## src/rtl/riscv_core_dcache_pkg.sv

```systemverilog
// Shared types and constants for the dcache AXI responder:
// FSM encoding, AXI response codes and block geometry.
package riscv_core_dcache_pkg;

    typedef enum logic [2:0] {
        IDLE,
        RD_ADDR,
        RD_DATA,
        WR_REQ,
        WR_RESP,
        DONE
    } state_t;

    localparam logic [1:0]  AXI_RESP_OKAY    = 2'b00;
    localparam int unsigned BEATS            = 4;
    localparam int unsigned BLOCK_ALIGN_BITS = 5;

    // Fixed system-wide: 8-byte beats, incrementing bursts.
    localparam logic [2:0]  AXI_ARSIZE       = 3'd3;
    localparam logic [1:0]  AXI_BURST_INCR   = 2'b01;

endpackage

```

## src/rtl/riscv_core_dcache_axi_responder_if.sv

```systemverilog
// Cache-side request/response and AXI4 master signals of the responder.
// master = responder view, slave = cache controller plus interconnect view.
interface riscv_core_dcache_axi_responder_if #(
    parameter int unsigned ADDR_WIDTH      = 64,
    parameter int unsigned CORE_DATA_WIDTH = 64,
    parameter int unsigned AXI_DATA_WIDTH  = 256
);
    logic                       i_mem_read_req;
    logic [ADDR_WIDTH-1:0]      i_mem_read_address;
    logic                       o_mem_read_done;
    logic [AXI_DATA_WIDTH-1:0]  o_block_to_cache;
    logic                       i_mem_write_valid;
    logic [ADDR_WIDTH-1:0]      i_mem_write_address;
    logic [CORE_DATA_WIDTH-1:0] i_mem_write_data;
    logic [7:0]                 i_mem_write_strobe;
    logic                       o_mem_write_done;
    logic                       o_bus_error;

    logic [ADDR_WIDTH-1:0]      o_axi_araddr;
    logic [7:0]                 o_axi_arlen;
    logic                       o_axi_arvalid;
    logic                       i_axi_arready;
    logic [CORE_DATA_WIDTH-1:0] i_axi_rdata;
    logic [1:0]                 i_axi_rresp;
    logic                       i_axi_rlast;
    logic                       i_axi_rvalid;
    logic                       o_axi_rready;
    logic [ADDR_WIDTH-1:0]      o_axi_awaddr;
    logic                       o_axi_awvalid;
    logic                       i_axi_awready;
    logic [CORE_DATA_WIDTH-1:0] o_axi_wdata;
    logic [7:0]                 o_axi_wstrb;
    logic                       o_axi_wvalid;
    logic                       i_axi_wready;
    logic [1:0]                 i_axi_bresp;
    logic                       i_axi_bvalid;
    logic                       o_axi_bready;

    modport master (
        input  i_mem_read_req, i_mem_read_address,
        input  i_mem_write_valid, i_mem_write_address, i_mem_write_data, i_mem_write_strobe,
        output o_mem_read_done, o_block_to_cache, o_mem_write_done, o_bus_error,
        output o_axi_araddr, o_axi_arlen, o_axi_arvalid, input i_axi_arready,
        input  i_axi_rdata, i_axi_rresp, i_axi_rlast, i_axi_rvalid, output o_axi_rready,
        output o_axi_awaddr, o_axi_awvalid, input i_axi_awready,
        output o_axi_wdata, o_axi_wstrb, o_axi_wvalid, input i_axi_wready,
        input  i_axi_bresp, i_axi_bvalid, output o_axi_bready
    );

    modport slave (
        output i_mem_read_req, i_mem_read_address,
        output i_mem_write_valid, i_mem_write_address, i_mem_write_data, i_mem_write_strobe,
        input  o_mem_read_done, o_block_to_cache, o_mem_write_done, o_bus_error,
        input  o_axi_araddr, o_axi_arlen, o_axi_arvalid, output i_axi_arready,
        output i_axi_rdata, i_axi_rresp, i_axi_rlast, i_axi_rvalid, input o_axi_rready,
        input  o_axi_awaddr, o_axi_awvalid, output i_axi_awready,
        input  o_axi_wdata, o_axi_wstrb, o_axi_wvalid, output i_axi_wready,
        output i_axi_bresp, i_axi_bvalid, input o_axi_bready
    );

endinterface

```

## src/rtl/riscv_core_dcache_beat_assembler.sv

```systemverilog
// Collects read-burst beats into a cache block and flags malformed bursts.
// The published block only changes when the beat carrying rlast arrives.
module riscv_core_dcache_beat_assembler
    import riscv_core_dcache_pkg::*;
#(
    parameter int unsigned CORE_DATA_WIDTH = 64,
    parameter int unsigned AXI_DATA_WIDTH  = 256
) (
    input  logic                       clk,
    input  logic                       rst_n,
    input  logic                       start,
    input  logic                       beat_valid,
    input  logic [CORE_DATA_WIDTH-1:0] beat_data,
    input  logic [1:0]                 beat_resp,
    input  logic                       beat_last,
    output logic [AXI_DATA_WIDTH-1:0]  block,
    output logic                       beat_error
);

    logic [2:0]                cnt;
    logic [AXI_DATA_WIDTH-1:0] buffer;
    logic [AXI_DATA_WIDTH-1:0] merged;

    // Beats past the block end leave the buffer untouched.
    always_comb begin
        merged = buffer;
        for (int unsigned i = 0; i < BEATS; i++) begin
            if (cnt == 3'(i)) merged[i*CORE_DATA_WIDTH +: CORE_DATA_WIDTH] = beat_data;
        end
    end

    always_comb begin
        beat_error = 1'b0;
        if (beat_valid) begin
            if (beat_resp != AXI_RESP_OKAY)               beat_error = 1'b1;
            if (beat_last  && cnt != 3'(BEATS - 1))       beat_error = 1'b1;
            if (!beat_last && cnt == 3'(BEATS - 1))       beat_error = 1'b1;
        end
    end

    always_ff @(posedge clk or negedge rst_n) begin
        if (!rst_n) begin
            cnt    <= '0;
            buffer <= '0;
            block  <= '0;
        end else if (start) begin
            cnt <= '0;
        end else if (beat_valid) begin
            buffer <= merged;
            if (cnt < 3'(BEATS)) cnt <= cnt + 3'd1;
            if (beat_last)       block <= merged;
        end
    end

endmodule

```

## src/rtl/riscv_core_dcache_axi_responder.sv

```systemverilog
// Turns dcache refill/store requests into AXI4 read bursts and single writes,
// returning the block or a store acknowledge as a one-cycle done pulse.
module riscv_core_dcache_axi_responder
    import riscv_core_dcache_pkg::*;
#(
    parameter int unsigned ADDR_WIDTH      = 64,
    parameter int unsigned CORE_DATA_WIDTH = 64,
    parameter int unsigned AXI_DATA_WIDTH  = 256
) (
    input  logic                              i_clk,
    input  logic                              i_rst_n,
    riscv_core_dcache_axi_responder_if.master bus
);

    state_t                     state, state_next;
    logic [ADDR_WIDTH-1:0]      addr;
    logic [CORE_DATA_WIDTH-1:0] wdata;
    logic [7:0]                 wstrb;
    logic                       is_write, aw_done, w_done, bus_error;
    logic                       ar_hs, aw_hs, w_hs, b_hs, r_beat, beat_error;

    assign ar_hs  = (state == RD_ADDR) && bus.i_axi_arready;
    assign aw_hs  = (state == WR_REQ) && !aw_done && bus.i_axi_awready;
    assign w_hs   = (state == WR_REQ) && !w_done && bus.i_axi_wready;
    assign b_hs   = (state == WR_RESP) && bus.i_axi_bvalid;
    assign r_beat = (state == RD_DATA) && bus.i_axi_rvalid;

    always_ff @(posedge i_clk or negedge i_rst_n) begin
        if (!i_rst_n) state <= IDLE;
        else          state <= state_next;
    end

    always_comb begin
        state_next = state;
        unique case (state)
            IDLE: begin
                if (bus.i_mem_write_valid)   state_next = WR_REQ;
                else if (bus.i_mem_read_req) state_next = RD_ADDR;
            end
            RD_ADDR: if (bus.i_axi_arready) state_next = RD_DATA;
            RD_DATA: if (bus.i_axi_rvalid && bus.i_axi_rlast) state_next = DONE;
            WR_REQ:  if ((aw_done || aw_hs) && (w_done || w_hs)) state_next = WR_RESP;
            WR_RESP: if (bus.i_axi_bvalid) state_next = DONE;
            DONE:    state_next = IDLE;
            default: state_next = IDLE;
        endcase
    end

    always_comb begin
        bus.o_axi_arvalid    = (state == RD_ADDR);
        bus.o_axi_rready     = (state == RD_DATA);
        bus.o_axi_awvalid    = (state == WR_REQ) && !aw_done;
        bus.o_axi_wvalid     = (state == WR_REQ) && !w_done;
        bus.o_axi_bready     = (state == WR_RESP);
        bus.o_mem_read_done  = (state == DONE) && !is_write;
        bus.o_mem_write_done = (state == DONE) && is_write;
    end

    // Request fields are captured only in IDLE so mid-transaction changes are ignored.
    always_ff @(posedge i_clk or negedge i_rst_n) begin
        if (!i_rst_n) begin
            addr      <= '0;
            wdata     <= '0;
            wstrb     <= '0;
            is_write  <= 1'b0;
            aw_done   <= 1'b0;
            w_done    <= 1'b0;
            bus_error <= 1'b0;
        end else begin
            if (state == IDLE) begin
                aw_done <= 1'b0;
                w_done  <= 1'b0;
                if (bus.i_mem_write_valid) begin
                    addr     <= bus.i_mem_write_address;
                    wdata    <= bus.i_mem_write_data;
                    wstrb    <= bus.i_mem_write_strobe;
                    is_write <= 1'b1;
                end else if (bus.i_mem_read_req) begin
                    addr     <= bus.i_mem_read_address;
                    is_write <= 1'b0;
                end
            end
            if (aw_hs) aw_done <= 1'b1;
            if (w_hs)  w_done  <= 1'b1;
            if (beat_error || (b_hs && bus.i_axi_bresp != AXI_RESP_OKAY)) bus_error <= 1'b1;
        end
    end

    riscv_core_dcache_beat_assembler #(
        .CORE_DATA_WIDTH (CORE_DATA_WIDTH),
        .AXI_DATA_WIDTH  (AXI_DATA_WIDTH)
    ) u_beat_assembler (
        .clk        (i_clk),
        .rst_n      (i_rst_n),
        .start      (ar_hs),
        .beat_valid (r_beat),
        .beat_data  (bus.i_axi_rdata),
        .beat_resp  (bus.i_axi_rresp),
        .beat_last  (bus.i_axi_rlast),
        .block      (bus.o_block_to_cache),
        .beat_error (beat_error)
    );

    assign bus.o_axi_araddr = {addr[ADDR_WIDTH-1:BLOCK_ALIGN_BITS], {BLOCK_ALIGN_BITS{1'b0}}};
    assign bus.o_axi_arlen  = 8'(BEATS - 1);
    assign bus.o_axi_awaddr = addr;
    assign bus.o_axi_wdata  = wdata;
    assign bus.o_axi_wstrb  = wstrb;
    assign bus.o_bus_error  = bus_error;

endmodule

```

## src/flat_wrapper.sv

```systemverilog
// flat-port wrapper written by rule: the top's interface ports become plain ports
module riscv_core_dcache_axi_responder_flat import riscv_core_dcache_pkg::*;
#(
    parameter int unsigned ADDR_WIDTH      = 64,
    parameter int unsigned CORE_DATA_WIDTH = 64,
    parameter int unsigned AXI_DATA_WIDTH  = 256
)
  (i_clk, i_rst_n, bus_i_mem_read_req, bus_i_mem_read_address, bus_i_mem_write_valid, bus_i_mem_write_address, bus_i_mem_write_data, bus_i_mem_write_strobe, bus_o_mem_read_done, bus_o_block_to_cache, bus_o_mem_write_done, bus_o_bus_error, bus_o_axi_araddr, bus_o_axi_arlen, bus_o_axi_arvalid, bus_i_axi_arready, bus_i_axi_rdata, bus_i_axi_rresp, bus_i_axi_rlast, bus_i_axi_rvalid, bus_o_axi_rready, bus_o_axi_awaddr, bus_o_axi_awvalid, bus_i_axi_awready, bus_o_axi_wdata, bus_o_axi_wstrb, bus_o_axi_wvalid, bus_i_axi_wready, bus_i_axi_bresp, bus_i_axi_bvalid, bus_o_axi_bready);
  riscv_core_dcache_axi_responder_if #(.ADDR_WIDTH(ADDR_WIDTH), .CORE_DATA_WIDTH(CORE_DATA_WIDTH), .AXI_DATA_WIDTH(AXI_DATA_WIDTH)) bus_i ();
  input  logic i_clk;
  input  logic i_rst_n;
  input wire logic [$bits(bus_i.i_mem_read_req)-1:0] bus_i_mem_read_req;
  input wire logic [$bits(bus_i.i_mem_read_address)-1:0] bus_i_mem_read_address;
  input wire logic [$bits(bus_i.i_mem_write_valid)-1:0] bus_i_mem_write_valid;
  input wire logic [$bits(bus_i.i_mem_write_address)-1:0] bus_i_mem_write_address;
  input wire logic [$bits(bus_i.i_mem_write_data)-1:0] bus_i_mem_write_data;
  input wire logic [$bits(bus_i.i_mem_write_strobe)-1:0] bus_i_mem_write_strobe;
  output wire logic [$bits(bus_i.o_mem_read_done)-1:0] bus_o_mem_read_done;
  output wire logic [$bits(bus_i.o_block_to_cache)-1:0] bus_o_block_to_cache;
  output wire logic [$bits(bus_i.o_mem_write_done)-1:0] bus_o_mem_write_done;
  output wire logic [$bits(bus_i.o_bus_error)-1:0] bus_o_bus_error;
  output wire logic [$bits(bus_i.o_axi_araddr)-1:0] bus_o_axi_araddr;
  output wire logic [$bits(bus_i.o_axi_arlen)-1:0] bus_o_axi_arlen;
  output wire logic [$bits(bus_i.o_axi_arvalid)-1:0] bus_o_axi_arvalid;
  input wire logic [$bits(bus_i.i_axi_arready)-1:0] bus_i_axi_arready;
  input wire logic [$bits(bus_i.i_axi_rdata)-1:0] bus_i_axi_rdata;
  input wire logic [$bits(bus_i.i_axi_rresp)-1:0] bus_i_axi_rresp;
  input wire logic [$bits(bus_i.i_axi_rlast)-1:0] bus_i_axi_rlast;
  input wire logic [$bits(bus_i.i_axi_rvalid)-1:0] bus_i_axi_rvalid;
  output wire logic [$bits(bus_i.o_axi_rready)-1:0] bus_o_axi_rready;
  output wire logic [$bits(bus_i.o_axi_awaddr)-1:0] bus_o_axi_awaddr;
  output wire logic [$bits(bus_i.o_axi_awvalid)-1:0] bus_o_axi_awvalid;
  input wire logic [$bits(bus_i.i_axi_awready)-1:0] bus_i_axi_awready;
  output wire logic [$bits(bus_i.o_axi_wdata)-1:0] bus_o_axi_wdata;
  output wire logic [$bits(bus_i.o_axi_wstrb)-1:0] bus_o_axi_wstrb;
  output wire logic [$bits(bus_i.o_axi_wvalid)-1:0] bus_o_axi_wvalid;
  input wire logic [$bits(bus_i.i_axi_wready)-1:0] bus_i_axi_wready;
  input wire logic [$bits(bus_i.i_axi_bresp)-1:0] bus_i_axi_bresp;
  input wire logic [$bits(bus_i.i_axi_bvalid)-1:0] bus_i_axi_bvalid;
  output wire logic [$bits(bus_i.o_axi_bready)-1:0] bus_o_axi_bready;
  assign bus_i.i_mem_read_req = bus_i_mem_read_req;
  assign bus_i.i_mem_read_address = bus_i_mem_read_address;
  assign bus_i.i_mem_write_valid = bus_i_mem_write_valid;
  assign bus_i.i_mem_write_address = bus_i_mem_write_address;
  assign bus_i.i_mem_write_data = bus_i_mem_write_data;
  assign bus_i.i_mem_write_strobe = bus_i_mem_write_strobe;
  assign bus_o_mem_read_done = bus_i.o_mem_read_done;
  assign bus_o_block_to_cache = bus_i.o_block_to_cache;
  assign bus_o_mem_write_done = bus_i.o_mem_write_done;
  assign bus_o_bus_error = bus_i.o_bus_error;
  assign bus_o_axi_araddr = bus_i.o_axi_araddr;
  assign bus_o_axi_arlen = bus_i.o_axi_arlen;
  assign bus_o_axi_arvalid = bus_i.o_axi_arvalid;
  assign bus_i.i_axi_arready = bus_i_axi_arready;
  assign bus_i.i_axi_rdata = bus_i_axi_rdata;
  assign bus_i.i_axi_rresp = bus_i_axi_rresp;
  assign bus_i.i_axi_rlast = bus_i_axi_rlast;
  assign bus_i.i_axi_rvalid = bus_i_axi_rvalid;
  assign bus_o_axi_rready = bus_i.o_axi_rready;
  assign bus_o_axi_awaddr = bus_i.o_axi_awaddr;
  assign bus_o_axi_awvalid = bus_i.o_axi_awvalid;
  assign bus_i.i_axi_awready = bus_i_axi_awready;
  assign bus_o_axi_wdata = bus_i.o_axi_wdata;
  assign bus_o_axi_wstrb = bus_i.o_axi_wstrb;
  assign bus_o_axi_wvalid = bus_i.o_axi_wvalid;
  assign bus_i.i_axi_wready = bus_i_axi_wready;
  assign bus_i.i_axi_bresp = bus_i_axi_bresp;
  assign bus_i.i_axi_bvalid = bus_i_axi_bvalid;
  assign bus_o_axi_bready = bus_i.o_axi_bready;
  riscv_core_dcache_axi_responder #(.ADDR_WIDTH(ADDR_WIDTH), .CORE_DATA_WIDTH(CORE_DATA_WIDTH), .AXI_DATA_WIDTH(AXI_DATA_WIDTH)) u_core (.i_clk(i_clk), .i_rst_n(i_rst_n), .bus(bus_i));
endmodule
```

## config.mk

```make
export PLATFORM = sky130hd
export DESIGN_NAME = riscv_core_dcache_axi_responder_flat
export DESIGN_NICKNAME = d
export VERILOG_FILES = /design/src/rtl/riscv_core_dcache_pkg.sv /design/src/rtl/riscv_core_dcache_axi_responder_if.sv /design/src/rtl/riscv_core_dcache_beat_assembler.sv /design/src/rtl/riscv_core_dcache_axi_responder.sv /design/src/flat_wrapper.sv
export SDC_FILE = /design/constraint.sdc
export NUM_CORES = 1
export LEC_CHECK = 0
export ABC_AREA = 0
export CORE_AREA = 2 2 293 295
export CTS_CLUSTER_SIZE = 24
export DETAILED_ROUTE_END_ITERATION = 7
export DIE_AREA = 0 0 295 297
export GPL_ROUTABILITY_DRIVEN = 1
export SETUP_SLACK_MARGIN = 0.05
export SLEW_MARGIN = 20
export SYNTH_ARGS = -nofsm -noshare
export SYNTH_HDL_FRONTEND = slang
export SYNTH_HIERARCHICAL = 1
export SYNTH_SLANG_ARGS = --single-unit
```

## constraint.sdc

```tcl
create_clock -name i_clk -period 2.4 [get_ports i_clk]
set_input_delay 0.36 -clock i_clk [delete_from_list [all_inputs] [get_ports i_clk]]
set_output_delay 0.36 -clock i_clk [all_outputs]
set_load 0.02 [all_outputs]
```

==> impl_metrics.ini, run 1 <==
[status]
status = finished, final reports clean

[sta]
final-max-slew-violation-count = 0
hold_viol_final = 0
grt_setup_unrepaired = false
setup_viol = 0
hold-worst-slack_ns = 0.204
slew_headroom_pct = 59.8
period_needed_ns = 2.23
fin_ws_ns = 0.172
tightest_slew_ns = 0.603
setup_tns_ns = 0
fin_crit_sh_pct = 92.8
finClkSkew_ns = 0.0516
fmaxAchievable_mhz = 449

[cts]
clk_pin_slew_ns = 0.06
cts_tree = built
clock_tree.root_cell = clkbuf_16
ctsHtreeMaxLevel = 3
post_cts_buffers = 0
clock_latency_ns = 0.64
cts.path.max_buffers = 3
cts_sinks = 658
cts_buffers = 76

[global_routing]
grtUsageTotal_pct = 19.1
grt_start_max_net_pins = 99
grt_pass1_vias = 20700
grt_pass1_wl_um = 129000
antenna_found_initial = 9
grt_overflow = 0

[setup_path]
cp.arrival_ns = 1.87
cpMaxStageDelayCell = dlygate4sd2_1
crit_buf_inv = 3
startpoint_type = flop
end_kind = output port
cp_max_fo = 8
critPathRequiredTime_ns = 2.04
critical-path-max-stage-delay_ns = 0.41
critPathKind = reg -> out
worstPathCellList = buf_4 > inv_2 > and4_1 > dlygate4sd2_1
crit_family = buffers and inverters

[finish]
layout.nets = 3154
area_growth_pct = 38.9
final_layout_size_suffix_gt1_share_pct = 18.8

[synthesis]
ys_seq_elements = 658
synth-async-reset-ratio_pct = 100
yosysTopAreaCellShare_pct = 57.3
yosysTopAreaCell = dfrtp_1
syn-cell-area_mm2 = 0.0287
ys.flop_type = dfrtp_1
synthCells = 2160
avgSynthCellArea_um2 = 13.3
yosysUniqueCellTypes = 44
synth_edf_count = 0
ys_seq_area_share_pct = 57.3
synth_area_leaders = dfrtp_1 57%, mux2_2 9.7%, mux2i_1 9.0%, mux2_1 5.5%, o21ai_0 4.5%
yosysWarnings = 6

[route]
wl_per_cell_um = 20.6
antenna_left = 0
drc = 0
routed_wl_um = 84000
vias_per_cell = 4.71
drt_iter0_drc = 940
vias = 19200
drt_first_pass_iters = 5

[floorplan]
start_util_pct = 34.0
core_mm2 = 0.0845
die_h_um = 297
io_pins = 750
dieWidth_um = 295
row_count = 107
dieArea_mm2 = 0.0876

[power]
p_leak_uw = 0.0178
p_per_area_mw_per_mm2 = 1340
power_uw = 53300
vdd_drop_max_mv = 0.901

[place]
routabilityCongestion = 0.812
io_buffers = 736
dp_slack_ns = -0.00884
hpwl_um = 61000

[hold_path]
hp-class = in -> reg

[run]
drv_cap = 0
## layout by cell type, fill, tap and decap left out, types with 3 or more instances in the layout
master           instances
clkbuf_16               76
ha_1                     4
inv_1                    6
conb_1                  13
clkdlybuf4s50_1        727
nor2_1                   7
mux2_4                  69
dlygate4sd2_1            4
o21ai_1                  4
a21oi_1                  4
diode_2                  8
clkinv_16                3
dfrtp_1                658
clkinv_2                 9
nand2_1                260
clkbuf_8                23
bufinv_16                4
mux2i_1                257
buf_4                   52
clkbuf_1                16
buf_12                  41
o21ai_0                258
mux2_1                 141
mux2_2                 247
## worst reg2reg max path, stage by stage, from the launching register on
cell and delay (ns):
dfrtp_1 0.38, nor3b_2 0.18, and2_1 0.19, nand2b_2 0.25
nor3b_4 0.37, buf_4 0.31, mux2_1 0.35
## metrics by stage
step / cells / cell area (µm²) / utilization [%]
final: 4084 / 39900 / 47.2
after global routing: 4083 / 39900 / 47.2
after CTS: 4076 / 39900 / 47.2
after detailed placement: 3936 / 37300 / 44.1
after global placement: 3936 / 37300 / 44.1
after floorplan: 2171 / 28800 / -
## cells by family after synthesis
logic type               count (synthesis)  share of synthesized area, %
AO/OA/AOI/OAI                          272                          4.80
AND/OR/NAND/NOR                        292                          4.19
adder cells (fa/ha/maj)                  5                         0.218
flip-flops                             658                          57.3
XOR/XNOR                                 1                        0.0305
buffers and inverters                  215                          5.61
multiplexers                           715                          27.8
other                                    2                        0.0261
## worst paths after layout
check	start	to	slack, ns	cells after the start
max	u_core/state[1]	bus_o_mem_write_done	0.17	4
min	bus_i_mem_write_valid	u_core/state[0]	0.20	3
max reg2reg	u_core/state[0]	u_core/u_beat_assembler/buffer[146]	0.25	6
min reg2reg	u_core/u_beat_assembler/block[11]	u_core/u_beat_assembler/block[11]	0.48	2
max in group asynchronous	i_rst_n	u_core/bus.o_axi_wdata[12]	1.24	4
min in group asynchronous	i_rst_n	u_core/u_beat_assembler/block[39]	0.27	2
## layer usage
metal  track usage, %  up-vias  routed length, µm
met1             24.1     9665              34900
met2             31.5      528              40800
met3             4.39      149               5050
met4             8.15        2               3200
met5                0        -                 12
li1                 -     8877                  -
## flip-flops by register name (all words and copies together) (netlist names), 3 cells and up
| register | count |
|---|---|
| u_core/bus.o_axi_wstrb | 8 |
| u_core/u_beat_assembler/block | 256 |
| u_core/u_beat_assembler/buffer | 256 |
| u_core/bus.o_axi_wdata | 64 |
| u_core/bus.o_axi_awaddr | 64 |
| u_core/state | 3 |
| u_core/u_beat_assembler/cnt | 3 |
## layout make-up
type	count	area, µm²
diodes	8	20.0
clock buffers	115	2280
clock inverters	24	348
fillers	7484	44600
inverters	7	26.3
multi-input cells	1298	10800
flip-flops and latches	658	16500
well taps	1144	1430
repair buffers	830	8570
## timing repair
item	CTS	global route
hold endpoints to repair	38	0
resized for setup	14	5
hold buffers	1	0
endpoints found under the setup margin	7	3
pin swaps	0	0
## cell usage after synthesis, types with 2 or more instances
master and n:
a21oi_1 4, and3_1 2, and4_1 2, buf_2 38, buf_4 84, buf_6 41, buf_8 12, clkbuf_1 32
conb_1 2, dfrtp_1 658, ha_1 5, inv_1 6, mux2_1 141, mux2_2 247, mux2_4 69, mux2i_1 257
nand2_1 260, nand2b_1 4, nand3_1 2, nor2_1 7, nor2b_1 3, nor3b_2 2, o21ai_0 258, o21ai_1 4
## power by group
group          internal (µW)  switching (µW)
Combinational          11500           11200
Clock                   7080            4810
Sequential             15700            3040
(Power assumes the default switching activity.)
==> inputs of run 2 (changes only) <==
--- a/config.mk
+++ b/config.mk
@@ -7,7 +7,6 @@
 export LEC_CHECK = 0
 export ABC_AREA = 0
 export CORE_AREA = 2 2 293 295
-export CTS_CLUSTER_SIZE = 24
 export DETAILED_ROUTE_END_ITERATION = 7
 export DIE_AREA = 0 0 295 297
 export GPL_ROUTABILITY_DRIVEN = 1
==> results of run 2 <==
No change in the layout: final DEF, timing and power equal those of run 1.
